$ cat src/rtl/sequence_generator.sv
// Serial pattern generator: shifts a latched pattern out MSB first, repeat_cnt times.
// Define SEQ_GEN_GAP_EN to insert one idle GAP cycle between consecutive repetitions.
module sequence_generator #(
    parameter int unsigned PAT_W = 4
) (
    input  logic             clk,
    input  logic             reset,
    input  logic             start,
    input  logic             abort,
    input  logic [PAT_W-1:0] pattern,
    input  logic [3:0]       repeat_cnt,
    output logic             out,
    output logic             valid,
    output logic             busy,
    output logic             done
);

    localparam int unsigned IDX_W = (PAT_W > 1) ? $clog2(PAT_W) : 1;
    localparam logic [IDX_W-1:0] IDX_MSB = IDX_W'(PAT_W - 1);

    typedef enum logic [1:0] {
        IDLE,
        SEND,
        GAP,
        DONE
    } state_t;

    state_t           state_q, state_d;
    logic [PAT_W-1:0] pat_q, pat_d;
    logic [IDX_W-1:0] idx_q, idx_d;
    logic [3:0]       rep_q, rep_d;
    logic             out_q, out_d;
    logic             valid_q, valid_d;
    logic             busy_q, busy_d;
    logic             done_q, done_d;

    // idx_q is the position of the bit currently on out; rep_q counts repetitions still owed, including the current one.
    always_comb begin
        state_d = state_q;
        pat_d   = pat_q;
        idx_d   = idx_q;
        rep_d   = rep_q;
        out_d   = 1'b0;

        case (state_q)
            IDLE: begin
                if (start) begin
                    pat_d = pattern;
                    rep_d = repeat_cnt;
                    idx_d = IDX_MSB;
                    if (repeat_cnt == '0) begin
                        state_d = DONE;
                    end else begin
                        state_d = SEND;
                        out_d   = pattern[PAT_W-1];
                    end
                end
            end
            SEND: begin
                if (abort) begin
                    state_d = IDLE;
                end else if (idx_q != '0) begin
                    idx_d = idx_q - 1'b1;
                    out_d = pat_q[idx_d];
                end else if (rep_q > 4'd1) begin
                    rep_d = rep_q - 1'b1;
                    idx_d = IDX_MSB;
`ifdef SEQ_GEN_GAP_EN
                    state_d = GAP;
`else
                    out_d   = pat_q[PAT_W-1];
`endif
                end else begin
                    state_d = DONE;
                end
            end
            GAP: begin
                if (abort) begin
                    state_d = IDLE;
                end else begin
                    state_d = SEND;
                    out_d   = pat_q[PAT_W-1];
                end
            end
            DONE: begin
                state_d = IDLE;
            end
            default: begin
                state_d = IDLE;
            end
        endcase

        // Outputs are registered from the next state so they line up with it.
        valid_d = (state_d == SEND);
        busy_d  = (state_d != IDLE);
        done_d  = (state_d == DONE);
    end

    always_ff @(posedge clk) begin
        if (reset) begin
            state_q <= IDLE;
            pat_q   <= '0;
            idx_q   <= '0;
            rep_q   <= '0;
            out_q   <= 1'b0;
            valid_q <= 1'b0;
            busy_q  <= 1'b0;
            done_q  <= 1'b0;
        end else begin
            state_q <= state_d;
            pat_q   <= pat_d;
            idx_q   <= idx_d;
            rep_q   <= rep_d;
            out_q   <= out_d;
            valid_q <= valid_d;
            busy_q  <= busy_d;
            done_q  <= done_d;
        end
    end

    assign out   = out_q;
    assign valid = valid_q;
    assign busy  = busy_q;
    assign done  = done_q;

endmodule

$ cat config.mk
export PLATFORM = sky130hd
export DESIGN_NAME = sequence_generator
export DESIGN_NICKNAME = d
export VERILOG_FILES = /design/src/rtl/sequence_generator.sv
export SDC_FILE = /design/constraint.sdc
export NUM_CORES = 1
export LEC_CHECK = 0
export ABC_AREA = 1
export CORE_ASPECT_RATIO = 0.9
export CORE_MARGIN = 3
export CORE_UTILIZATION = 54
export DETAILED_ROUTE_END_ITERATION = 16
export PLACE_DENSITY_LB_ADDON = 0.3
export SYNTH_ARGS = -nofsm -noshare
export SYNTH_HDL_FRONTEND = slang
export SYNTH_SLANG_ARGS = --single-unit
$ cat constraint.sdc
create_clock -name clk -period 3 [get_ports clk]
set_clock_uncertainty 0.15 [all_clocks]
set_input_delay 0.6 -clock clk [delete_from_list [all_inputs] [get_ports clk]]
set_output_delay 0.6 -clock clk [all_outputs]
set_load 0.02 [all_outputs]
==> out/results.txt <==
Synth area leaders: dfxtp_1 (37%), nand2_1 (15%), inv_1 (8.1%)
Leading register cell type out of synthesis: dfxtp_1
WS Path Type: flip-flop to output port
Vias in the first global route: 804
Post-synth ARST share: 0
# rows: 13
N_diodes: 0
Cells after DPL: 168
Worst hold endpoint: pat_q[0]$_SDFFE_PP0P_
Worst r2r src: rep_q[0]$_SDFFE_PP0P_
Syn Inst Count: 132
Synth-to-layout area growth: 24.00%
Die X: 48.45 um
CP Buf/Inv Count: 1
Worst vdd ir: 327.4 uV
First-pass GRT wire length: 3.339 mm
Starting DRC count in detailed routing: 11
Post-synthesis register bit count: 16
Worst R2R Path Depth: 10
Place WS: 1.012 ns
Critical Path Source Type: flip-flop
Post-DRT Antenna Nets: 0
Syn_nets: 147
Final std cells w/o fill: 172
Synth Area in XOR/XNOR: 0
Reg2Reg Setup Slack: 1.41 ns
# hold bufs at CTS: 0
DR vias/cell: 4.919
Residual DRC: 0
Dominant combinational cell family by area after synthesis: simple AND/OR/NAND/NOR gates
Initial antenna violation count: 0
Clk_lat worst skew: 0.30 ns
Max-cap violations: 0
Num CTS Buffers: 3
CTS Sinks: 16
Clk root buf: clkbuf_4
Crit-path slowest cell: clkdlybuf4s50_1
Pre-Repair DR Iteration Count: 4
Sum Neg Setup Slack: 0 ns
Mapped cell area: 875.8 um^2
DRT Wirelength: 1.862 mm
RSZ-0062 raised after global routing: no
Crit end category: output port
Fraction of layout instances using a drive strength above 1: 0.1133
Static leakage: 0.0005187 uW
Slew Viols, Final: 0
Vias: 846
WL/cell: 10.83 um
Arr. time, crit path: 1.23 ns
Nets: 166
CTS tree: done
Mux cell area share after synthesis: 0
Largest net degree at the start of global routing: 10
Resized cells post-CTS: 0
DPL Wire Length: 1.508 mm
Worst path required time: 2.25 ns
Post-synth top area share: 0.3657
Number of enable flip-flop cells after synthesis: 0
Fmax: 506.2 MHz
Worst-path clk slew: 0.10 ns
Final setup fails: 0
Status: complete, no violations
Total gr overflow: 0
Synth Area in Simple Gates: 0.4086
Die Area: 0.002142 mm^2
Cell taking the most area after synthesis: dfxtp_1
Most used standard cell by instance count after synthesis: nand2_1
Fin. Hold Viols: 0
Chip height: 44.21 um
Slew @ Worst Pin: 0.2951 ns
IO Count: 16
Synth unique cells: 19
Hold Crit Depth: 2
Tcrit/Tclk final: 0.6585
Fill cell count: 120
Final Worst Setup Slack: 1.024 ns
Setup Fix Bufs, Post-CTS: 0
Starting Density: 0.5917
Peak fanout along the critical path: 1
Rel. slew slack: 0.8017
Hold Path Origin: pat_q[0]$_SDFFE_PP0P_
Adder-Cell Fraction of Synth Area: 0.04286
Total Routing Usage GR: 0.2096
Slowest Stage Delay on Critical Path: 0.60 ns
Compound-gate portion of the synthesized area: 0.08429
Yosys warnings: 0
Final min period: 1.976 ns
CTS max path bufs: 2
Family with the most delay on the worst path: buffers and inverters
Worst hold path class: flip-flop to flip-flop
Power per cell area: 503.7 mW/mm^2
Avg Inst Size Synth: 6.635 um^2
Worst R2R End: rep_q[1]$_SDFFE_PP0P_
IO Port Bufs: 15
Core footprint: 0.001480 mm^2
Synth cell count leaders: nand2_1 (35), inv_1 (19), dfxtp_1 (16), nor2_1 (16), nand3_1 (11)
Critical-path cell list: clkdlybuf4s50_1
H-tree depth: 1
Placer congestion estimate: 0.8805
Seq/Total Area, Yosys: 0.3657
## layer usage
layer / global-route usage / wire (um)
met1: 0.2328 / 855
met2: 0.3681 / 876
met3: 0.06061 / 81
met4: 0.1193 / 49
met5: 0 / 0
## registers in the layout, indices dropped and copies added, names as in the netlist
register and count:
busy 1, done 1, idx_q 2, out 1, pat_q 4, rep_q 4, state_q 2, valid 1
## cell usage in the layout (no fill, tap or decap), types with 2 or more instances in the layout
| cell type | instances |
|---|---|
| clkdlybuf4s50_1 | 15 |
| dfxtp_1 | 16 |
| nor3_1 | 2 |
| nand2_1 | 35 |
| nand2_2 | 5 |
| a21oi_1 | 7 |
| o21ai_0 | 6 |
| nand4_1 | 2 |
| nor2_1 | 16 |
| clkbuf_4 | 3 |
| ha_1 | 3 |
| nand2_4 | 2 |
| inv_2 | 2 |
| inv_1 | 19 |
| nand3_1 | 11 |
## per-stage QoR
| step | power, uW | util | cell area [um^2] | hold slack (ns) |
|---|---|---|---|---|
| 6_report | 547.0 | 0.7337 | 1086 | 0.3460 |
| 5_1_grt | 580.0 | 0.7337 | 1086 | 0.3735 |
| 4_1_cts | 549.2 | 0.7337 | 1086 | 0.3455 |
| 3_5_place_dp | 406.6 | 0.7092 | 1050 | 0.3250 |
| 3_3_place_gp | 399.3 | 0.7092 | 1050 | 0.3161 |
| 2_1_floorplan | 358.9 | - | 875.8 | 0.3024 |
## worst max-delay path by stage
stage / start / end / cells after the start
global placement: start / out$_SDFF_PP0_ / 7
detailed placement: start / out$_SDFF_PP0_ / 7
floorplan: rep_q[0]$_SDFFE_PP0P_ / rep_q[3]$_SDFFE_PP0P_ / 10
CTS: valid$_SDFF_PP0_ / valid / 1
global route: valid$_SDFF_PP0_ / valid / 1
finish: out$_SDFF_PP0_ / out / 1
## power breakdown
| part | total [uW] | switching, uW | internal, uW | leakage [uW] |
|---|---|---|---|---|
| clock | 146 | 71.5 | 74.1 | 0.0000210 |
| combinational | 155 | 91.3 | 63.9 | 0.000366 |
| sequential | 246 | 14.1 | 232 | 0.000132 |
## cell families (layout without fill, tap and decap cells)
group | after synthesis | after routing
AO/OA/AOI/OAI | 14 | 14
AND/OR/NAND/NOR | 76 | 76
flip-flops | 16 | 16
adder cells (fa/ha/maj) | 3 | 3
buffers and inverters | 23 | 41
## area by class of cell
class,count,area (um^2),share of cell area
Sequential cell,16,320.3,0.2949
Timing Repair Buffer,15,150.1,0.1382
Tap cell,22,27.53,0.02535
Clock buffer,4,36.28,0.03341
Multi-Input combinational cell,93,469.2,0.4320
Inverter,22,82.58,0.07604
Note: power is estimated with default switching activity, not from simulation.
